==> src/rtl/clkctrl_pkg.sv <==
// Shared types and helpers for the clock-switch sequencer.
// State encoding, divider select codes and a constant-evaluable clog2.
package clkctrl_pkg;

    typedef enum logic [1:0] {
        ST_LS     = 2'b00,
        ST_HS_REQ = 2'b01,
        ST_HS     = 2'b10,
        ST_LS_REQ = 2'b11
    } state_t;

    localparam logic [1:0] DIV1 = 2'b00;
    localparam logic [1:0] DIV2 = 2'b01;
    localparam logic [1:0] DIV4 = 2'b10;

    // Number of bits needed to index 'value' distinct codes.
    function automatic int clog2(input int value);
        int bits;
        int rem;
        bits = 0;
        rem  = value - 1;
        while (rem > 0) begin
            bits = bits + 1;
            rem  = rem >> 1;
        end
        return bits;
    endfunction

endpackage

==> src/rtl/clksel_seq_sync_bits.sv <==
// Multi-flop synchroniser for one asynchronous feedback bit.
// The reset value lets each feedback line come up in its "idle" sense.
module sync_bits #(
    parameter int   DEPTH   = 2,
    parameter logic RST_VAL = 1'b0
) (
    input  logic clk,
    input  logic rst_b,
    input  logic d,
    output logic q
);

    logic [DEPTH-1:0] chain;

    // NOTE: sequential state is always assigned with <= so every flop samples pre-edge values.
    always_ff @(posedge clk or negedge rst_b) begin
        if (!rst_b) chain <= {DEPTH{RST_VAL}};
        else        chain <= {chain[DEPTH-2:0], d};
    end

    assign q = chain[DEPTH-1];

endmodule

==> src/rtl/clksel_seq.sv <==
// Clock-switch sequencer: turns speed/divider requests into glitch-free switch
// controls, closing the loop on the switch's synchronised acknowledge feedback.
module clksel_seq
    import clkctrl_pkg::*;
#(
    parameter int         SYNC_DEPTH = 2,
    parameter int         HOLDOFF    = 4,
    parameter int         TIMEOUT    = 64,
    parameter int         CNT_W      = 8,
    parameter logic [1:0] DIV_RST    = DIV1
) (
    input  logic             lsclk_in,
    input  logic             rst_b,
    input  logic             req_hs,
    input  logic [1:0]       req_div,
    input  logic             hsclk_selected,
    input  logic             lsclk_selected,
    input  logic             err_clr,
    output logic             hsclk_sel,
    output logic [1:0]       cpuclk_div_sel,
    output logic             busy,
    output logic             timeout_err,
    output logic [CNT_W-1:0] switch_cnt
);

    localparam int TMAX = (HOLDOFF > TIMEOUT) ? HOLDOFF : TIMEOUT;
    localparam int TW   = (clog2(TMAX + 1) < 1) ? 1 : clog2(TMAX + 1);
    localparam logic [TW-1:0] T_HOLD = TW'(HOLDOFF);
    localparam logic [TW-1:0] T_TOUT = TW'(TIMEOUT);

    logic hs_ack;
    logic ls_ack;

    sync_bits #(.DEPTH(SYNC_DEPTH), .RST_VAL(1'b0)) u_sync_hs (
        .clk   (lsclk_in),
        .rst_b (rst_b),
        .d     (hsclk_selected),
        .q     (hs_ack)
    );

    sync_bits #(.DEPTH(SYNC_DEPTH), .RST_VAL(1'b1)) u_sync_ls (
        .clk   (lsclk_in),
        .rst_b (rst_b),
        .d     (lsclk_selected),
        .q     (ls_ack)
    );

    state_t           state, state_nxt;
    logic [TW-1:0]    timer, timer_nxt;
    logic             sel_nxt;
    logic [1:0]       div_nxt;
    logic [CNT_W-1:0] cnt_nxt;
    logic             err_set;
    logic             timer_zero;
    logic             div_diff;

    assign timer_zero = (timer == '0);
    assign div_diff   = (req_div != cpuclk_div_sel);

    // NOTE: every always_comb output gets a default first, so no path can infer a latch.
    always_comb begin
        state_nxt = state;
        timer_nxt = timer_zero ? '0 : timer - TW'(1);
        sel_nxt   = hsclk_sel;
        div_nxt   = cpuclk_div_sel;
        cnt_nxt   = switch_cnt;
        err_set   = 1'b0;
        case (state)
            ST_LS: begin
                // The divider may only move while the LS clock is running the CPU.
                if (div_diff) begin
                    div_nxt   = req_div;
                    timer_nxt = T_HOLD;
                end else if (req_hs && timer_zero && ls_ack) begin
                    state_nxt = ST_HS_REQ;
                    sel_nxt   = 1'b1;
                    timer_nxt = T_TOUT;
                end
            end
            ST_HS_REQ: begin
                if (hs_ack) begin
                    state_nxt = ST_HS;
                    timer_nxt = T_HOLD;
                    cnt_nxt   = switch_cnt + CNT_W'(1);
                end else if (timer_zero) begin
                    err_set   = 1'b1;
                    sel_nxt   = 1'b0;
                    state_nxt = ST_LS_REQ;
                    timer_nxt = T_TOUT;
                end
            end
            ST_HS: begin
                if ((!req_hs || div_diff) && timer_zero) begin
                    state_nxt = ST_LS_REQ;
                    sel_nxt   = 1'b0;
                    timer_nxt = T_TOUT;
                end
            end
            ST_LS_REQ: begin
                if (ls_ack && !hs_ack) begin
                    state_nxt = ST_LS;
                    timer_nxt = T_HOLD;
                end else if (timer_zero) begin
                    err_set = 1'b1;
                end
            end
            default: begin
                state_nxt = ST_LS_REQ;
                sel_nxt   = 1'b0;
                timer_nxt = T_TOUT;
            end
        endcase
    end

    always_ff @(posedge lsclk_in or negedge rst_b) begin
        if (!rst_b) begin
            state          <= ST_LS;
            timer          <= T_HOLD;
            hsclk_sel      <= 1'b0;
            cpuclk_div_sel <= DIV_RST;
            timeout_err    <= 1'b0;
            switch_cnt     <= '0;
        end else begin
            state          <= state_nxt;
            timer          <= timer_nxt;
            hsclk_sel      <= sel_nxt;
            cpuclk_div_sel <= div_nxt;
            timeout_err    <= err_set | (timeout_err & ~err_clr);
            switch_cnt     <= cnt_nxt;
        end
    end

    assign busy = (state == ST_HS_REQ) || (state == ST_LS_REQ);

endmodule

==> config.mk <==
export PLATFORM = sky130hd
export DESIGN_NAME = clksel_seq
export DESIGN_NICKNAME = d
export VERILOG_FILES = /design/src/rtl/clkctrl_pkg.sv /design/src/rtl/clksel_seq_sync_bits.sv /design/src/rtl/clksel_seq.sv
export SDC_FILE = /design/constraint.sdc
export NUM_CORES = 1
export LEC_CHECK = 0
export ABC_AREA = 1
export CELL_PAD_IN_SITES_DETAIL_PLACEMENT = 1
export CELL_PAD_IN_SITES_GLOBAL_PLACEMENT = 1
export CORE_MARGIN = 3
export CORE_UTILIZATION = 40
export DETAILED_ROUTE_END_ITERATION = 8
export GPL_TIMING_DRIVEN = 0
export HOLD_SLACK_MARGIN = 0.1
export PLACE_DENSITY = 0.76
export SLEW_MARGIN = 20
export SYNTH_ARGS = -nofsm -noshare
export SYNTH_HDL_FRONTEND = slang
export SYNTH_SLANG_ARGS = --single-unit
==> constraint.sdc <==
create_clock -name lsclk_in -period 2.2 [get_ports lsclk_in]
set_clock_uncertainty 0.2 [all_clocks]
set_input_delay 0.33 -clock lsclk_in [delete_from_list [all_inputs] [get_ports lsclk_in]]
set_output_delay 0.33 -clock lsclk_in [all_outputs]
set_load 0.01 [all_outputs]
==> summary.md <==
| Metric | Value |
|---|---|
| Placement Setup Slack | 0.1048 ns |
| Starting DRT DRC Count | 34 |
| Required @ worst endpoint | 1.67 ns |
| Core Region | 0.003390 mm2 |
| Most frequent cells in the layout | nand2_1, dfrtp_1, inv_1, clkdlybuf4s50_1, nor2_1 |
| Initial Utilization | 42.01% |
| Rows | 21 |
| Finished Layout Cells | 230 |
| Worst-path fanout max | 4 |
| Clock share of power | 9.2% |
| CTS tree | built |
| First-pass GRT wire length | 5.368 mm |
| Syn Nets | 175 |
| Worst-skew pair later-pin latency | 0.31 ns |
| Routability cong. | 0.7772 |
| Max_cap viols | 0 |
| Internal Pwr Total | 1.209 mW |
| Leakage | 0.8643 nW |
| Worst setup SP type | flop |
| Layout cells sized above 1 | 15.22% |
| Setup slack after layout | 0.1064 ns |
| Met2 GRT Util | 27.41% |
| Max clock buf depth | 2 |
| Comb power frac | 57.3% |
| Num CTS Buffers | 3 |
| Min Clock Period, post-route | 2.094 ns |
| Reg power frac | 33.5% |
| Layout area overhead | 21.70% |
| FILL cells | 410 |
| Vias in the first global route | 1212 |
| Most common cell after layout, fill and taps aside | nand2_1 |
| Hold crit path type | reg2reg |
| Pwr Density | 1269 mW/mm2 |
| Drt drc | 0 |
| Via-to-Cell Ratio | 4.922 |
| CP arrival | 1.56 ns |
| Net Sw Frac | 45.05% |
| RSZ-0062 raised after global routing | no |
| Worst reg2reg setup slack | 0.34 ns |
| Initial antenna violation count | 0 |
| Hold_ws | 0.1663 ns |
| Sum of buffers and inverters on the critical path | 3 |
| DRT Pass-1 Iters | 2 |
| Placed cells | 224 |
| Fin. max-slew vios | 0 |
| Max transition margin | 62.29% |
| Die height | 65.66 um |
| Mean area per synthesized cell | 9.012 um2 |
| Main area contributors after synthesis | dfrtp_1, nand2_1, ha_1, dfstp_2, inv_1 |
| Post-synth top area share | 38.66% |
| Final setup viols | 0 |
| ANT cells | 0 |
| Vias | 1132 |
| Synthesized area | 0.001424 mm2 |
| Dpl hpwl | 2.333 mm |
| Die X | 65.66 um |
| Delay-heaviest family, CP | buffers and inverters |
| Largest net degree at the start of global routing | 26 |
| NetSw | 0.9910 mW |
| Most used routing layer in global routing | met2 |
| H-tree lvl count | 1 |
| Register area share after synthesis | 44.20% |
| Max stage delay on crit path | 0.43 ns |
| IO Pins | 21 |
| Final period util | 95.16% |
| Power, Total | 2.200 mW |
| WL final | 2.938 mm |
| Worst slew pin tran | 0.5657 ns |
| Full die area | 0.004311 mm2 |
| Root Buffer | clkbuf_4 |
| Worst-path clk slew | 0.12 ns |
| Synth Register Bits | 25 |
| Drt wl/cell | 12.77 um |
| Gate count after technology mapping | 158 |
| CP Class | reg2out |
| Max Fclk | 477.7 MHz |
| Remaining global-route overflow | 0 |
| Setup crit end kind | output pin |
| # nets final | 202 |
| Antenna viol nets, final | 0 |
| Total GRT Usage | 15.82% |
| TritonCTS Sinks | 25 |
| Peak VDD IR | 0.0005186 V |
| Netlist cell types | 26 |
| Met1 Track Usage GR | 19.63% |
| Yosys top cell by area | dfrtp_1 |
| Critical path's slowest cell | dfrtp_1 |
| Met3 Use GR | 4.103% |
| IO Port Bufs | 20 |
| Fin Setup TNS | 0 ns |
| Final Hold Viols | 0 |
| Ys Warns | 0 |
| Crit path cell chain | buf_4 > ha_1 > nor2_1 > inv_1 > dlygate4sd2_1 |
| Status | finished, final reports clean |
-- metal layers --
| layer | vias to the layer above | wire, um |
|---|---|---|
| met1 | 567 | 1254 |
| met5 | - | 0 |
| li1 | 556 | - |
| met3 | 2 | 53 |
| met2 | 7 | 1616 |
| met4 | 0 | 13 |
-- synthesized netlist by cell type --
cell type	instances
inv_1	19
nor2_4	3
a31oi_1	1
ha_1	9
o21ai_0	3
nand2_2	4
nand2_1	38
dfstp_2	3
nor2_2	1
nand3_1	6
a21oi_1	1
xor2_1	6
nor2_1	15
nor3_1	1
nand4_1	7
o211ai_1	2
o21ai_1	2
dfrtp_1	22
or2_1	1
nor3b_1	1
nor3_4	1
mux2_2	2
nand3_2	4
xnor2_1	4
nand3b_4	1
xnor2_2	1
-- per-stage QoR --
stage	area (um2)	utilization, %
2_1_floorplan	1424	-
3_3_place_gp	1682	49.61
3_5_place_dp	1677	49.46
4_1_cts	1733	51.13
5_1_grt	1733	51.13
6_report	1733	51.13
-- final timing paths --
path                                          from                  to  cells past startpoint
worst min register to register  u_sync_ls.chain[0]  u_sync_ls.chain[1]                      0
max in group asynchronous                    rst_b            state[0]                      2
min in group asynchronous                    rst_b            timer[5]                      2
worst min-delay path            u_sync_ls.chain[0]  u_sync_ls.chain[1]                      0
worst max-delay path                      state[1]                busy                      5
worst max register to register            state[1]            timer[3]                      9
-- state kept, by name, indices dropped and copies added (netlist names) --
name             count
cpuclk_div_sel       2
hsclk_sel            1
state                2
switch_cnt           8
timeout_err          1
timer                7
u_sync_hs.chain      2
u_sync_ls.chain      2
-- logic make-up (layout without fill, tap and decap cells) --
logic type               count (synthesis)  count (layout)  synth area share [%]
AND/OR/NAND/NOR                         83              83                 30.40
flip-flops                              25              25                 44.20
adder cells (fa/ha/maj)                  9               9                 7.909
multiplexers                             2               2                 1.582
XOR/XNOR                                11              11                 7.294
AO/OA/AOI/OAI                            9               9                 3.602
buffers and inverters                   19              45                 5.009
-- power by group through the flow --
stage	clock, mW	sequential (mW)	combinational, mW
5_1_grt	0.235	0.760	1.46
3_5_place_dp	0	0.748	1.25
6_report	0.201	0.737	1.26
4_1_cts	0.219	0.739	1.29
2_1_floorplan	0	0.756	0.824
3_3_place_gp	0	0.734	1.20
-- cell type report --
class	instances	area, um2	area share (%)
clock buffer	4	26.28	1.516
inverter	19	71.32	4.116
multi-input combinational	114	735.7	42.45
sequential	25	630.6	36.39
tap	46	57.56	3.321
timing repair buffer	22	211.5	12.20
-- what timing repair did --
action	in CTS	in global routing
buffers inserted	1	0
endpoints found under the hold margin	22	0
gates resized for setup	5	0
endpoints found under the setup margin	1	0
hold buffers	1	0
(Power assumes the default switching activity.)
